<file path="src/rtl/matrix_stream_loader_if.sv">
// Byte stream, base-address grant and matrix RAM write bundle of the matrix loader.
// The master side belongs to the UART/control FSM and the slave side to the loader.
interface matrix_stream_loader_if #(
  parameter int DW = 8,
  parameter int AW = 9
);
  logic          en;
  logic          gen_mode;
  logic [7:0]    rx_data;
  logic          rx_valid;
  logic [AW-1:0] base_addr;
  logic          addr_ready;
  logic          wr_en;
  logic [AW-1:0] wr_addr;
  logic [DW-1:0] wr_data;
  logic          dims_valid;
  logic [2:0]    dim_m;
  logic [2:0]    dim_n;
  logic [1:0]    mat_idx;
  logic          done;
  logic          err;

  modport master (
    output en, gen_mode, rx_data, rx_valid, base_addr, addr_ready,
    input  wr_en, wr_addr, wr_data, dims_valid, dim_m, dim_n, mat_idx, done, err
  );

  modport slave (
    input  en, gen_mode, rx_data, rx_valid, base_addr, addr_ready,
    output wr_en, wr_addr, wr_data, dims_valid, dim_m, dim_n, mat_idx, done, err
  );
endinterface

</file>
<file path="src/rtl/matrix_stream_loader.sv">
// ASCII "M N [K] e0 e1 ..." parser that loads one typed matrix, or K LFSR-generated
// matrices, into matrix RAM at an externally granted base address.
module matrix_stream_loader #(
  parameter int          MAX_DIM   = 5,
  parameter int          MAX_GEN   = 2,
  parameter int          ELEM_MIN  = 0,
  parameter int          ELEM_MAX  = 9,
  parameter int          DW        = 8,
  parameter int          AW        = 9,
  parameter int          TIMEOUT   = 25_000_000,
  parameter logic [31:0] LFSR_SEED = 32'hACE1
) (
  input logic                   clk,
  input logic                   rst_n,
  matrix_stream_loader_if.slave bus
);

  localparam int ABS_MIN = (ELEM_MIN < 0) ? -ELEM_MIN : ELEM_MIN;
  localparam int ABS_MAX = (ELEM_MAX < 0) ? -ELEM_MAX : ELEM_MAX;
  localparam int LIM_E   = (ABS_MIN > ABS_MAX) ? ABS_MIN : ABS_MAX;
  localparam int LIMIT   = (LIM_E > MAX_DIM) ? LIM_E : MAX_DIM;
  localparam int RANGE   = ELEM_MAX - ELEM_MIN + 1;
  localparam int IW      = $clog2(MAX_DIM * MAX_DIM + 1);
  localparam int TW      = $clog2(TIMEOUT + 1);

  typedef enum logic [3:0] {
    S_RX_M      = 4'd0,
    S_RX_N      = 4'd1,
    S_RX_CNT    = 4'd2,
    S_WAIT_ADDR = 4'd3,
    S_CLEAR     = 4'd4,
    S_ELEM      = 4'd5,
    S_GEN       = 4'd6,
    S_FLUSH     = 4'd7,
    S_DONE      = 4'd8
  } state_t;

  state_t        r_state;
  logic [31:0]   r_acc;
  logic          r_neg;
  logic          r_bad;
  logic          r_has;
  logic          r_dig;
  logic [2:0]    r_dim_m;
  logic [2:0]    r_dim_n;
  logic [1:0]    r_k;
  logic [1:0]    r_mat_idx;
  logic [AW-1:0] r_base;
  logic [IW-1:0] r_idx;
  logic [TW-1:0] r_to;
  logic [31:0]   r_lfsr;
  logic          r_wr_en;
  logic [AW-1:0] r_wr_addr;
  logic [DW-1:0] r_wr_data;
  logic          r_dims_valid;
  logic          r_done;
  logic          r_done_sent;
  logic          r_err;

  logic               w_is_eol;
  logic               w_is_delim;
  logic               w_is_digit;
  logic               w_is_minus;
  logic               w_tok_state;
  logic               w_tok_end;
  logic               w_dim_ok;
  logic               w_cnt_ok;
  logic               w_elem_ok;
  logic               w_idx_last;
  logic               w_timeout;
  logic               w_lfsr_fb;
  logic [31:0]        w_acc_next;
  logic [31:0]        w_mn;
  logic signed [31:0] w_val;
  logic [DW-1:0]      w_rand;

  // Byte classification, token verdicts and generator data
  always_comb begin
    w_is_eol    = (bus.rx_data == 8'h0D) || (bus.rx_data == 8'h0A);
    w_is_delim  = w_is_eol || (bus.rx_data == 8'h20);
    w_is_digit  = (bus.rx_data >= 8'h30) && (bus.rx_data <= 8'h39);
    w_is_minus  = (bus.rx_data == 8'h2D);
    w_acc_next  = (r_acc * 32'd10) + {28'd0, bus.rx_data[3:0]};
    w_val       = r_neg ? -$signed(r_acc) : $signed(r_acc);
    w_tok_state = (r_state == S_RX_M) || (r_state == S_RX_N) ||
                  (r_state == S_RX_CNT) || (r_state == S_ELEM);
    w_tok_end   = bus.rx_valid && w_tok_state && w_is_delim && r_has;
    w_dim_ok    = r_dig && !r_bad && !r_neg && (r_acc >= 32'd1) && (r_acc <= 32'(MAX_DIM));
    w_cnt_ok    = r_dig && !r_bad && !r_neg && (r_acc >= 32'd1) && (r_acc <= 32'(MAX_GEN));
    w_elem_ok   = r_dig && !r_bad && (w_val >= ELEM_MIN) && (w_val <= ELEM_MAX);
    w_mn        = 32'(r_dim_m) * 32'(r_dim_n);
    w_idx_last  = (32'(r_idx) == (w_mn - 32'd1));
    w_timeout   = ((r_state == S_ELEM) || (r_state == S_FLUSH)) && !bus.rx_valid &&
                  (r_to == TW'(TIMEOUT - 1));
    w_lfsr_fb   = r_lfsr[31] ^ r_lfsr[21] ^ r_lfsr[1];
    w_rand      = DW'(ELEM_MIN + int'(r_lfsr % 32'(RANGE)));
  end

  // Free-running pattern source, independent of en
  always_ff @(posedge clk or negedge rst_n) begin
    if (!rst_n) begin
      r_lfsr <= LFSR_SEED;
    end else begin
      r_lfsr <= {r_lfsr[30:0], w_lfsr_fb};
    end
  end

  // Idle counter, only meaningful while waiting on the user
  always_ff @(posedge clk or negedge rst_n) begin
    if (!rst_n) begin
      r_to <= '0;
    end else if (!bus.en || bus.rx_valid || ((r_state != S_ELEM) && (r_state != S_FLUSH))) begin
      r_to <= '0;
    end else if (r_to != TW'(TIMEOUT)) begin
      r_to <= r_to + 1'b1;
    end
  end

  // Token accumulator; saturates one above the largest legal magnitude
  always_ff @(posedge clk or negedge rst_n) begin
    if (!rst_n) begin
      r_acc <= 32'd0; r_neg <= 1'b0; r_bad <= 1'b0; r_has <= 1'b0; r_dig <= 1'b0;
    end else if (!bus.en || !w_tok_state || (bus.rx_valid && w_is_delim)) begin
      r_acc <= 32'd0; r_neg <= 1'b0; r_bad <= 1'b0; r_has <= 1'b0; r_dig <= 1'b0;
    end else if (bus.rx_valid) begin
      r_has <= 1'b1;
      if (w_is_digit) begin
        r_dig <= 1'b1;
        if (w_acc_next > 32'(LIMIT)) begin
          r_acc <= 32'(LIMIT + 1);
          r_bad <= 1'b1;
        end else begin
          r_acc <= w_acc_next;
        end
      end else if (w_is_minus && (r_state == S_ELEM) && !r_has) begin
        r_neg <= 1'b1;
      end else begin
        r_bad <= 1'b1;
      end
    end
  end

  // Main sequencer with registered RAM, handshake and status outputs
  always_ff @(posedge clk or negedge rst_n) begin
    if (!rst_n) begin
      r_state      <= S_RX_M;
      r_dim_m      <= 3'd0;
      r_dim_n      <= 3'd0;
      r_k          <= 2'd0;
      r_mat_idx    <= 2'd0;
      r_base       <= '0;
      r_idx        <= '0;
      r_wr_en      <= 1'b0;
      r_wr_addr    <= '0;
      r_wr_data    <= '0;
      r_dims_valid <= 1'b0;
      r_done       <= 1'b0;
      r_done_sent  <= 1'b0;
      r_err        <= 1'b0;
    end else if (!bus.en) begin
      r_state      <= S_RX_M;
      r_k          <= 2'd0;
      r_mat_idx    <= 2'd0;
      r_base       <= '0;
      r_idx        <= '0;
      r_wr_en      <= 1'b0;
      r_wr_addr    <= '0;
      r_wr_data    <= '0;
      r_dims_valid <= 1'b0;
      r_done       <= 1'b0;
      r_done_sent  <= 1'b0;
      r_err        <= 1'b0;
    end else begin
      r_wr_en      <= 1'b0;
      r_done       <= 1'b0;
      r_dims_valid <= 1'b0;
      case (r_state)
        S_RX_M, S_RX_N, S_RX_CNT: begin
          if (w_tok_end) begin
            if ((r_state == S_RX_CNT) ? w_cnt_ok : w_dim_ok) begin
              r_err <= 1'b0;
              case (r_state)
                S_RX_M: begin
                  r_dim_m   <= r_acc[2:0];
                  r_mat_idx <= 2'd0;
                  r_state   <= S_RX_N;
                end
                S_RX_N: begin
                  r_dim_n <= r_acc[2:0];
                  if (bus.gen_mode) begin
                    r_state <= S_RX_CNT;
                  end else begin
                    r_state      <= S_WAIT_ADDR;
                    r_dims_valid <= 1'b1;
                  end
                end
                default: begin
                  r_k          <= r_acc[1:0];
                  r_state      <= S_WAIT_ADDR;
                  r_dims_valid <= 1'b1;
                end
              endcase
            end else begin
              r_err   <= 1'b1;
              r_state <= w_is_eol ? S_RX_M : S_FLUSH;
            end
          end
        end
        S_WAIT_ADDR: begin
          if (bus.addr_ready) begin
            r_base  <= bus.base_addr;
            r_idx   <= '0;
            r_state <= bus.gen_mode ? S_GEN : S_CLEAR;
          end else begin
            r_dims_valid <= 1'b1;
          end
        end
        S_CLEAR: begin
          r_wr_en   <= 1'b1;
          r_wr_addr <= r_base + AW'(r_idx);
          r_wr_data <= '0;
          if (w_idx_last) begin
            r_idx   <= '0;
            r_state <= S_ELEM;
          end else begin
            r_idx <= r_idx + 1'b1;
          end
        end
        S_ELEM: begin
          if (w_timeout) begin
            r_state <= r_err ? S_RX_M : S_DONE;
          end else if (w_tok_end) begin
            if (w_elem_ok) begin
              r_err     <= 1'b0;
              r_wr_en   <= 1'b1;
              r_wr_addr <= r_base + AW'(r_idx);
              r_wr_data <= DW'(w_val);
              r_idx     <= r_idx + 1'b1;
              if (w_idx_last || w_is_eol) begin
                r_state <= S_DONE;
              end
            end else begin
              r_err <= 1'b1;
            end
          end else if (bus.rx_valid && w_is_eol && !r_err) begin
            r_state <= S_DONE;
          end
        end
        S_GEN: begin
          r_wr_en   <= 1'b1;
          r_wr_addr <= r_base + AW'(r_idx);
          r_wr_data <= w_rand;
          if (w_idx_last) begin
            r_idx <= '0;
            if (({1'b0, r_mat_idx} + 3'd1) < {1'b0, r_k}) begin
              r_mat_idx    <= r_mat_idx + 2'd1;
              r_state      <= S_WAIT_ADDR;
              r_dims_valid <= 1'b1;
            end else begin
              r_state <= S_DONE;
            end
          end else begin
            r_idx <= r_idx + 1'b1;
          end
        end
        S_FLUSH: begin
          if ((bus.rx_valid && w_is_eol) || w_timeout) begin
            r_err   <= 1'b0;
            r_state <= S_RX_M;
          end else begin
            r_err <= 1'b1;
          end
        end
        S_DONE: begin
          if (!r_done_sent) begin
            r_done      <= 1'b1;
            r_done_sent <= 1'b1;
          end
        end
        default: begin
          r_state <= S_RX_M;
        end
      endcase
    end
  end

  assign bus.wr_en      = r_wr_en;
  assign bus.wr_addr    = r_wr_addr;
  assign bus.wr_data    = r_wr_data;
  assign bus.dims_valid = r_dims_valid;
  assign bus.dim_m      = r_dim_m;
  assign bus.dim_n      = r_dim_n;
  assign bus.mat_idx    = r_mat_idx;
  assign bus.done       = r_done;
  assign bus.err        = r_err;

endmodule

</file>
<file path="src/flat_wrapper.sv">
// flat-port wrapper written by rule: the top's interface ports become plain ports
module matrix_stream_loader_flat 
#(
  parameter int          MAX_DIM   = 5,
  parameter int          MAX_GEN   = 2,
  parameter int          ELEM_MIN  = 0,
  parameter int          ELEM_MAX  = 9,
  parameter int          DW        = 8,
  parameter int          AW        = 9,
  parameter int          TIMEOUT   = 25_000_000,
  parameter logic [31:0] LFSR_SEED = 32'hACE1
)
  (clk, rst_n, bus_en, bus_gen_mode, bus_rx_data, bus_rx_valid, bus_base_addr, bus_addr_ready, bus_wr_en, bus_wr_addr, bus_wr_data, bus_dims_valid, bus_dim_m, bus_dim_n, bus_mat_idx, bus_done, bus_err);
  matrix_stream_loader_if #(.DW(DW), .AW(AW)) bus_i ();
  input logic clk;
  input logic rst_n;
  input wire logic [$bits(bus_i.en)-1:0] bus_en;
  input wire logic [$bits(bus_i.gen_mode)-1:0] bus_gen_mode;
  input wire logic [$bits(bus_i.rx_data)-1:0] bus_rx_data;
  input wire logic [$bits(bus_i.rx_valid)-1:0] bus_rx_valid;
  input wire logic [$bits(bus_i.base_addr)-1:0] bus_base_addr;
  input wire logic [$bits(bus_i.addr_ready)-1:0] bus_addr_ready;
  output wire logic [$bits(bus_i.wr_en)-1:0] bus_wr_en;
  output wire logic [$bits(bus_i.wr_addr)-1:0] bus_wr_addr;
  output wire logic [$bits(bus_i.wr_data)-1:0] bus_wr_data;
  output wire logic [$bits(bus_i.dims_valid)-1:0] bus_dims_valid;
  output wire logic [$bits(bus_i.dim_m)-1:0] bus_dim_m;
  output wire logic [$bits(bus_i.dim_n)-1:0] bus_dim_n;
  output wire logic [$bits(bus_i.mat_idx)-1:0] bus_mat_idx;
  output wire logic [$bits(bus_i.done)-1:0] bus_done;
  output wire logic [$bits(bus_i.err)-1:0] bus_err;
  assign bus_i.en = bus_en;
  assign bus_i.gen_mode = bus_gen_mode;
  assign bus_i.rx_data = bus_rx_data;
  assign bus_i.rx_valid = bus_rx_valid;
  assign bus_i.base_addr = bus_base_addr;
  assign bus_i.addr_ready = bus_addr_ready;
  assign bus_wr_en = bus_i.wr_en;
  assign bus_wr_addr = bus_i.wr_addr;
  assign bus_wr_data = bus_i.wr_data;
  assign bus_dims_valid = bus_i.dims_valid;
  assign bus_dim_m = bus_i.dim_m;
  assign bus_dim_n = bus_i.dim_n;
  assign bus_mat_idx = bus_i.mat_idx;
  assign bus_done = bus_i.done;
  assign bus_err = bus_i.err;
  matrix_stream_loader #(.MAX_DIM(MAX_DIM), .MAX_GEN(MAX_GEN), .ELEM_MIN(ELEM_MIN), .ELEM_MAX(ELEM_MAX), .DW(DW), .AW(AW), .TIMEOUT(TIMEOUT), .LFSR_SEED(LFSR_SEED)) u_core (.clk(clk), .rst_n(rst_n), .bus(bus_i));
endmodule
</file>
<file path="config.mk">
export PLATFORM = sky130hd
export DESIGN_NAME = matrix_stream_loader_flat
export DESIGN_NICKNAME = d
export VERILOG_FILES = /design/src/rtl/matrix_stream_loader_if.sv /design/src/rtl/matrix_stream_loader.sv /design/src/flat_wrapper.sv
export SDC_FILE = /design/constraint.sdc
export NUM_CORES = 1
export LEC_CHECK = 0
export ABC_AREA = 1
export CAP_MARGIN = 0
export CORE_MARGIN = 5
export CORE_UTILIZATION = 40
export CTS_CLUSTER_SIZE = 12
export DETAILED_ROUTE_END_ITERATION = 12
export PLACE_DENSITY = 0.62
export SLEW_MARGIN = 15
export SYNTH_ARGS = -nofsm -noshare
export SYNTH_HDL_FRONTEND = slang
export SYNTH_SLANG_ARGS = --single-unit
</file>
<file path="constraint.sdc">
create_clock -name clk -period 27.3 [get_ports clk]
set_input_delay 5.46 -clock clk [delete_from_list [all_inputs] [get_ports clk]]
set_output_delay 5.46 -clock clk [all_outputs]
set_load 0.02 [all_outputs]
</file>
## After elaboration in Yosys (flattened, before gate mapping)

Cells that the tools add are included.

| storage, ports and cells | value |
|---|---|
| output and inout bits | 29 |
| memory bits (writable) | 0 |
| ROM bits | 0 |
| input bits | 23 |
| memories | 0 |
| logic and storage cells | 249 |
| bits in registers | 143 |
| bits in latches | 0 |

| operators by class | value |
|---|---|
| muxes and demuxes | 100 |
| shifts and indexed selects | 0 |
| bitwise operators | 2 |
| multipliers | 2 |
| add/subtract/negate cells | 8 |
| equal/unequal tests | 47 |
| reductions and logical operators | 59 |
| div/mod/pow operators | 1 |
| $lt $le $gt $ge | 9 |

Operators by type and width:

| cell | number |
|---|---|
| $mux W32 | 5 |
| $ge A32 B1 Y1 const B | 2 |
| $mux W9 | 7 |
| $mux W4 | 14 |
| $mux W25 | 2 |
| $mux W1 | 39 |
| $add A32 B4 Y32 | 1 |
| $eq A5 B32 Y1 | 1 |
| $gt A32 B4 Y1 const B | 1 |
| $le A32 B2 Y1 const B | 1 |
| $le A32 B3 Y1 const B | 1 |
| $le A32 B5 Y1 const B | 1 |
| $mod A32 B4 Y32 const B | 1 |
| $mul A32 B3 Y31 const B | 1 |
| $mux W8 | 4 |
| $neg A32 Y32 | 1 |
| $mux W5 | 6 |
| $pmux W4 S7 | 1 |
| $ne A3 B2 Y1 const B | 9 |
| $add A25 B1 Y25 const B | 1 |
| $eq A25 B25 Y1 const B | 1 |
| $ne A25 B25 Y1 const B | 1 |
| $mux W2 | 12 |
| $pmux W8 S3 | 1 |
| other kinds (45) | 114 |

## Longest topological paths before layout

| depth | value |
|---|---|
| depth in word-level cells | 11 |
| mapped depth | 135 |
| mapped depth without buffers | 135 |

## Worst setup path before layout

Ideal clock, no wire load.

| timing path | value |
|---|---|
| path type | input -> register |
| from | input bus_rx_data[3] |
| to | register u_core.r_bad |
| setup slack | 17475 ps |
| stages on the path | 24 |
| path buffers | 0 |
| library setup time | 132 ps |
| data arrival time | 9693 ps |
| path through | ha_1 -> a21oi_1 -> inv_1 -> a31oi_1 -> nor2_1 -> nand3_1 -> nor3b_1 -> nand3_1 -> nor3b_1 -> nand2_1 -> nor3_1 -> nand2_1 -> inv_1 -> nand2_1 -> nor3_1 -> nand2_1 -> nor4_1 -> xor2_1 -> nor4b_1 -> nand2_1 -> a2111oi_0 -> nand3_1 -> o311ai_1 -> a21oi_1 |

| on the way | value |
|---|---|
| cells in the longest elaborated chain, start to end | 7 |

Ends and longest elaborated chain:

| what | RTL line | RTL |
|---|---|---|
| start, declared | flat_wrapper.sv:19 | `input wire logic [$bits(bus_i.rx_data)-1:0] bus_rx_data;` |
| parallel branches: the longest is 7 deep, another holds $add A32 B4 Y32 | -- |  |
| end signal, assigned | matrix_stream_loader.sv:122 | `r_acc <= 32'd0; r_neg <= 1'b0; r_bad <= 1'b0; r_has <= 1'b0; r_dig <= 1'b0;` |
| end signal, assigned | matrix_stream_loader.sv:124 | `r_acc <= 32'd0; r_neg <= 1'b0; r_bad <= 1'b0; r_has <= 1'b0; r_dig <= 1'b0;` |
| end signal, assigned | matrix_stream_loader.sv:131 | `r_bad <= 1'b1;` |
| end, declared | matrix_stream_loader.sv:41 | `logic r_bad;` |

Parallel ways; which one is timed is not known. The select of a mux whose other input is x is not followed.
A chain may end at the register's enable or synchronous reset.

## Worst setup path in the final report

Same ends and word-level chain as after synthesis.

==> results.toml <==
[floorplanning]
die_w_um = 186
io_pins = 52
coreArea_mm2 = 0.0306
die-area_mm2 = 0.0346
rows = 64
die_h_um = 186
start_util_pct = 40.5

[critical_path]
cp_max_fo = 5
endpoint = "u_core.r_bad"
required_ns = 27.59
startpoint = "bus_rx_data[3]"
worst-setup-path-type = "in -> reg"
r2r_slack_ns = 17.26
reg2reg_to = "u_core.bus.wr_data[2]"
arrival_ns = 10.46
rr_worst_depth = 118
crit_path_end_kind = "flop"
crit_path_start_kind = "input port"
r2r-start = "u_core.r_lfsr[31]"

[clock_network]
cts_root_buf = "clkbuf_16"
h-tree-depth = 4
clk_pin_slew_ns = 0.06
cts_tree = "built"
insertion_delay_ns = 0.42
cts_buffers = 17
postCtsResizedCells = 0
clk_path_buf_depth = 2
post-cts-setup-buffers = 0
cts.sinks = 143
hold_buffers = 0

[placed_design]
gp_congestion = 0.886
place_hpwl_um = 21900
dpl.cell_count = 2165
place_area_mm2 = 0.0134
port_buffers = 51

[synth]
synth_edf_count = 0
syn_area_mm2 = 0.0124
syn-mean-instance-area_um2 = 7.18
synthDistinctLibCells = 64
synth_warnings = 0
syn_nets = 1836
ys_async_sr_fraction_pct = 100
ys_top_cells_by_area = "dfrtp_1, nand2_1, ha_1"
synth_ff_type = "dfrtp_1"
syn_inst = 1727
synth_seq_cells = 143
yosysTopAreaCellShare_pct = 27.2
yosysTopAreaCell = "dfrtp_1"
ys_seq_area_share_pct = 28.9

[layout]
fin_area_mm2 = 0.0139
drive_above_1_share_pct = 13.9
n_antenna_cell = 0
postLayoutCoreUtil_pct = 45.5
seqCellArea_mm2 = 0.00359
fillers = 3083
layout.nets = 1897
fin_cells = 2197
area.growth.synth_to_final_pct = 12.2
multi_input_area_mm2 = 0.00761

[flow_run]
maxCapViolations = 0

[detailed_routing]
routed_wl_um = 28000
vias_per_cell = 5.07
ant_nets = 0
wl_per_cell_um = 12.8
num_vias = 11148
route.detailed.drc = 0
initialDrtViolationCount = 649
first_pass_iters = 5

[global_routing]
grt_max_degree = 77
overflow = 0
grt_pass1_wl_um = 48700
grt_usage_pct = 16.7
antenna_found_initial = 0
grt_pass1_vias = 10803

[power_and_ir_drop]
p_leak_nw = 7.12
power_switching_mw = 0.235
p_seq_share_pct = 37.9
combPwrFrac_pct = 29.1
power_mw = 0.648
swShare_pct = 36.3
clkPwrFrac_pct = 33.0
power_density_mw_per_mm2 = 46.6
intPower_mw = 0.413
ir_drop_mv = 0.0453

[sta]
fin_crit_sh_pct = 37.2
skew_ns = 0.0121
maxSlewViolCount = 0
tightest_slew_ns = 0.957
finalHoldViolCount = 0
layout_min_cycle_time_ns = 10.17
relSlewSlack_pct = 36.2
fmax_mhz = 98.3
setup_violations = 0
tns_ns = 0
rsz0062_at_grt = "false"

[run_status]
run_status = "complete, no violations"

[hold_path]
worstHoldStart = "u_core.r_lfsr[10]"
hold_path_class = "reg -> reg"
per-stage QoR:
stage	setup slack, ns	hold slack (ns)
finish	17.13	0.383
CTS	17.14	0.385
floorplan	17.48	0.367
global route	15.75	0.389
global placement	16.82	0.375
detailed placement	16.70	0.375
logic make-up after synthesis:
| group | share of synthesized area, % |
|---|---|
| AO/OA/AOI/OAI | 10.2 |
| flip-flops | 28.9 |
| XOR/XNOR | 6.69 |
| adder cells (fa/ha/maj) | 9.04 |
| AND/OR/NAND/NOR | 35.5 |
| buffers and inverters | 9.68 |
critical path, cell delays in order:
cell and delay (ns):
clkdlybuf4s50_1 0.45, ha_1 0.35, a21oi_1 0.08, inv_1 0.05, a31oi_1 0.05, nor2_1 0.18, nand3_1 0.14, nor3b_1 0.34
nand3_1 0.16, nor3b_1 0.36, nand2_1 0.15, nor3_1 0.28, nand2_1 0.11, inv_1 0.10, nand2_1 0.08, nor3_1 0.29
nand2_1 0.14, nor4_1 0.38, xor2_1 0.17, nor4b_1 0.26, nand2_1 0.13, a2111oi_0 0.30, buf_4 0.20, nand3_1 0.06
o311ai_1 0.09, a21oi_1 0.10
power groups by stage:
| stage | Combinational [mW] | Sequential (mW) | Clock, mW |
|---|---|---|---|
| after global placement | 0.188 | 0.248 | 0 |
| after CTS | 0.189 | 0.245 | 0.222 |
| after global routing | 0.216 | 0.247 | 0.231 |
| final | 0.189 | 0.246 | 0.214 |
| after floorplan | 0.124 | 0.248 | 0 |
| after detailed placement | 0.188 | 0.249 | 0 |
layout make-up:
cell class | instances | share of cell area (%)
multi-input combinational | 1287 | 54.7
sequential | 143 | 25.8
inverter | 283 | 8.11
timing repair buffer | 56 | 3.95
tap | 396 | 3.56
clock buffer | 23 | 3.43
clock inverter | 9 | 0.441
cell usage in the layout, fill, tap and decap left out, types with 6 or more instances in the layout:
cell | Yosys | layout
nor4_1 | 13 | 13
xor2_1 | 76 | 76
dfrtp_1 | 135 | 135
nand2_1 | 312 | 312
a31oi_1 | 7 | 7
dfstp_2 | 8 | 8
ha_1 | 80 | 80
inv_2 | 38 | 38
a211oi_1 | 8 | 8
o21ai_1 | 29 | 29
nor2_1 | 160 | 160
nand2_4 | 24 | 24
nor3_1 | 35 | 35
inv_1 | 233 | 233
nand4_1 | 39 | 39
clkbuf_16 | 0 | 17
nand2_2 | 91 | 91
nand3_1 | 163 | 163
nand3_2 | 32 | 32
xnor2_1 | 16 | 16
a21oi_1 | 72 | 72
o21ai_0 | 56 | 56
clkdlybuf4s50_1 | 0 | 50
fa_1 | 6 | 6
cell usage after synthesis (29+ instances only):
| cell | n |
|---|---|
| nand4_1 | 39 |
| xor2_1 | 76 |
| a21oi_1 | 72 |
| dfrtp_1 | 135 |
| nor2_1 | 160 |
| nand3_2 | 32 |
| nor3_1 | 35 |
| nand3_1 | 163 |
| o21ai_0 | 56 |
| inv_2 | 38 |
| o21ai_1 | 29 |
| nand2_2 | 91 |
| nand2_1 | 312 |
| ha_1 | 80 |
| inv_1 | 233 |
metal layers:
layer | vias up | track usage [%] | share of wire [%]
met5 | - | 0 | 0
met4 | 0 | 3.29 | 1.1
met3 | 23 | 3.07 | 3.4
met2 | 177 | 28.4 | 47
met1 | 5176 | 22.5 | 48
li1 | 5772 | - | -
state kept, by name, indices dropped and copies added (netlist names):
signal / flops
u_core.r_base: 9
u_core.r_done_sent: 1
u_core.r_k: 2
u_core.bus.wr_data: 8
u_core.r_acc: 32
u_core.r_lfsr: 32
u_core.r_neg: 1
u_core.bus.dim_m: 3
u_core.bus.dim_n: 3
u_core.r_dig: 1
u_core.bus.dims_valid: 1
u_core.r_to: 25
u_core.bus.wr_addr: 9
u_core.bus.mat_idx: 2
u_core.bus.wr_en: 1
u_core.r_has: 1
u_core.bus.done: 1
u_core.r_state: 4
u_core.r_idx: 5
u_core.r_bad: 1
u_core.bus.err: 1
worst min path at each step:
stage	to	slack, ns	cells past startpoint
final	u_core.r_lfsr[11]	0.38	0
after global routing	u_core.r_lfsr[11]	0.39	0
after CTS	u_core.r_lfsr[7]	0.39	0
after detailed placement	u_core.r_lfsr[11]	0.37	0
after global placement	u_core.r_lfsr[11]	0.38	0
after floorplan	u_core.r_lfsr[11]	0.37	0
No activity file was read; power rests on OpenSTA's default activity.
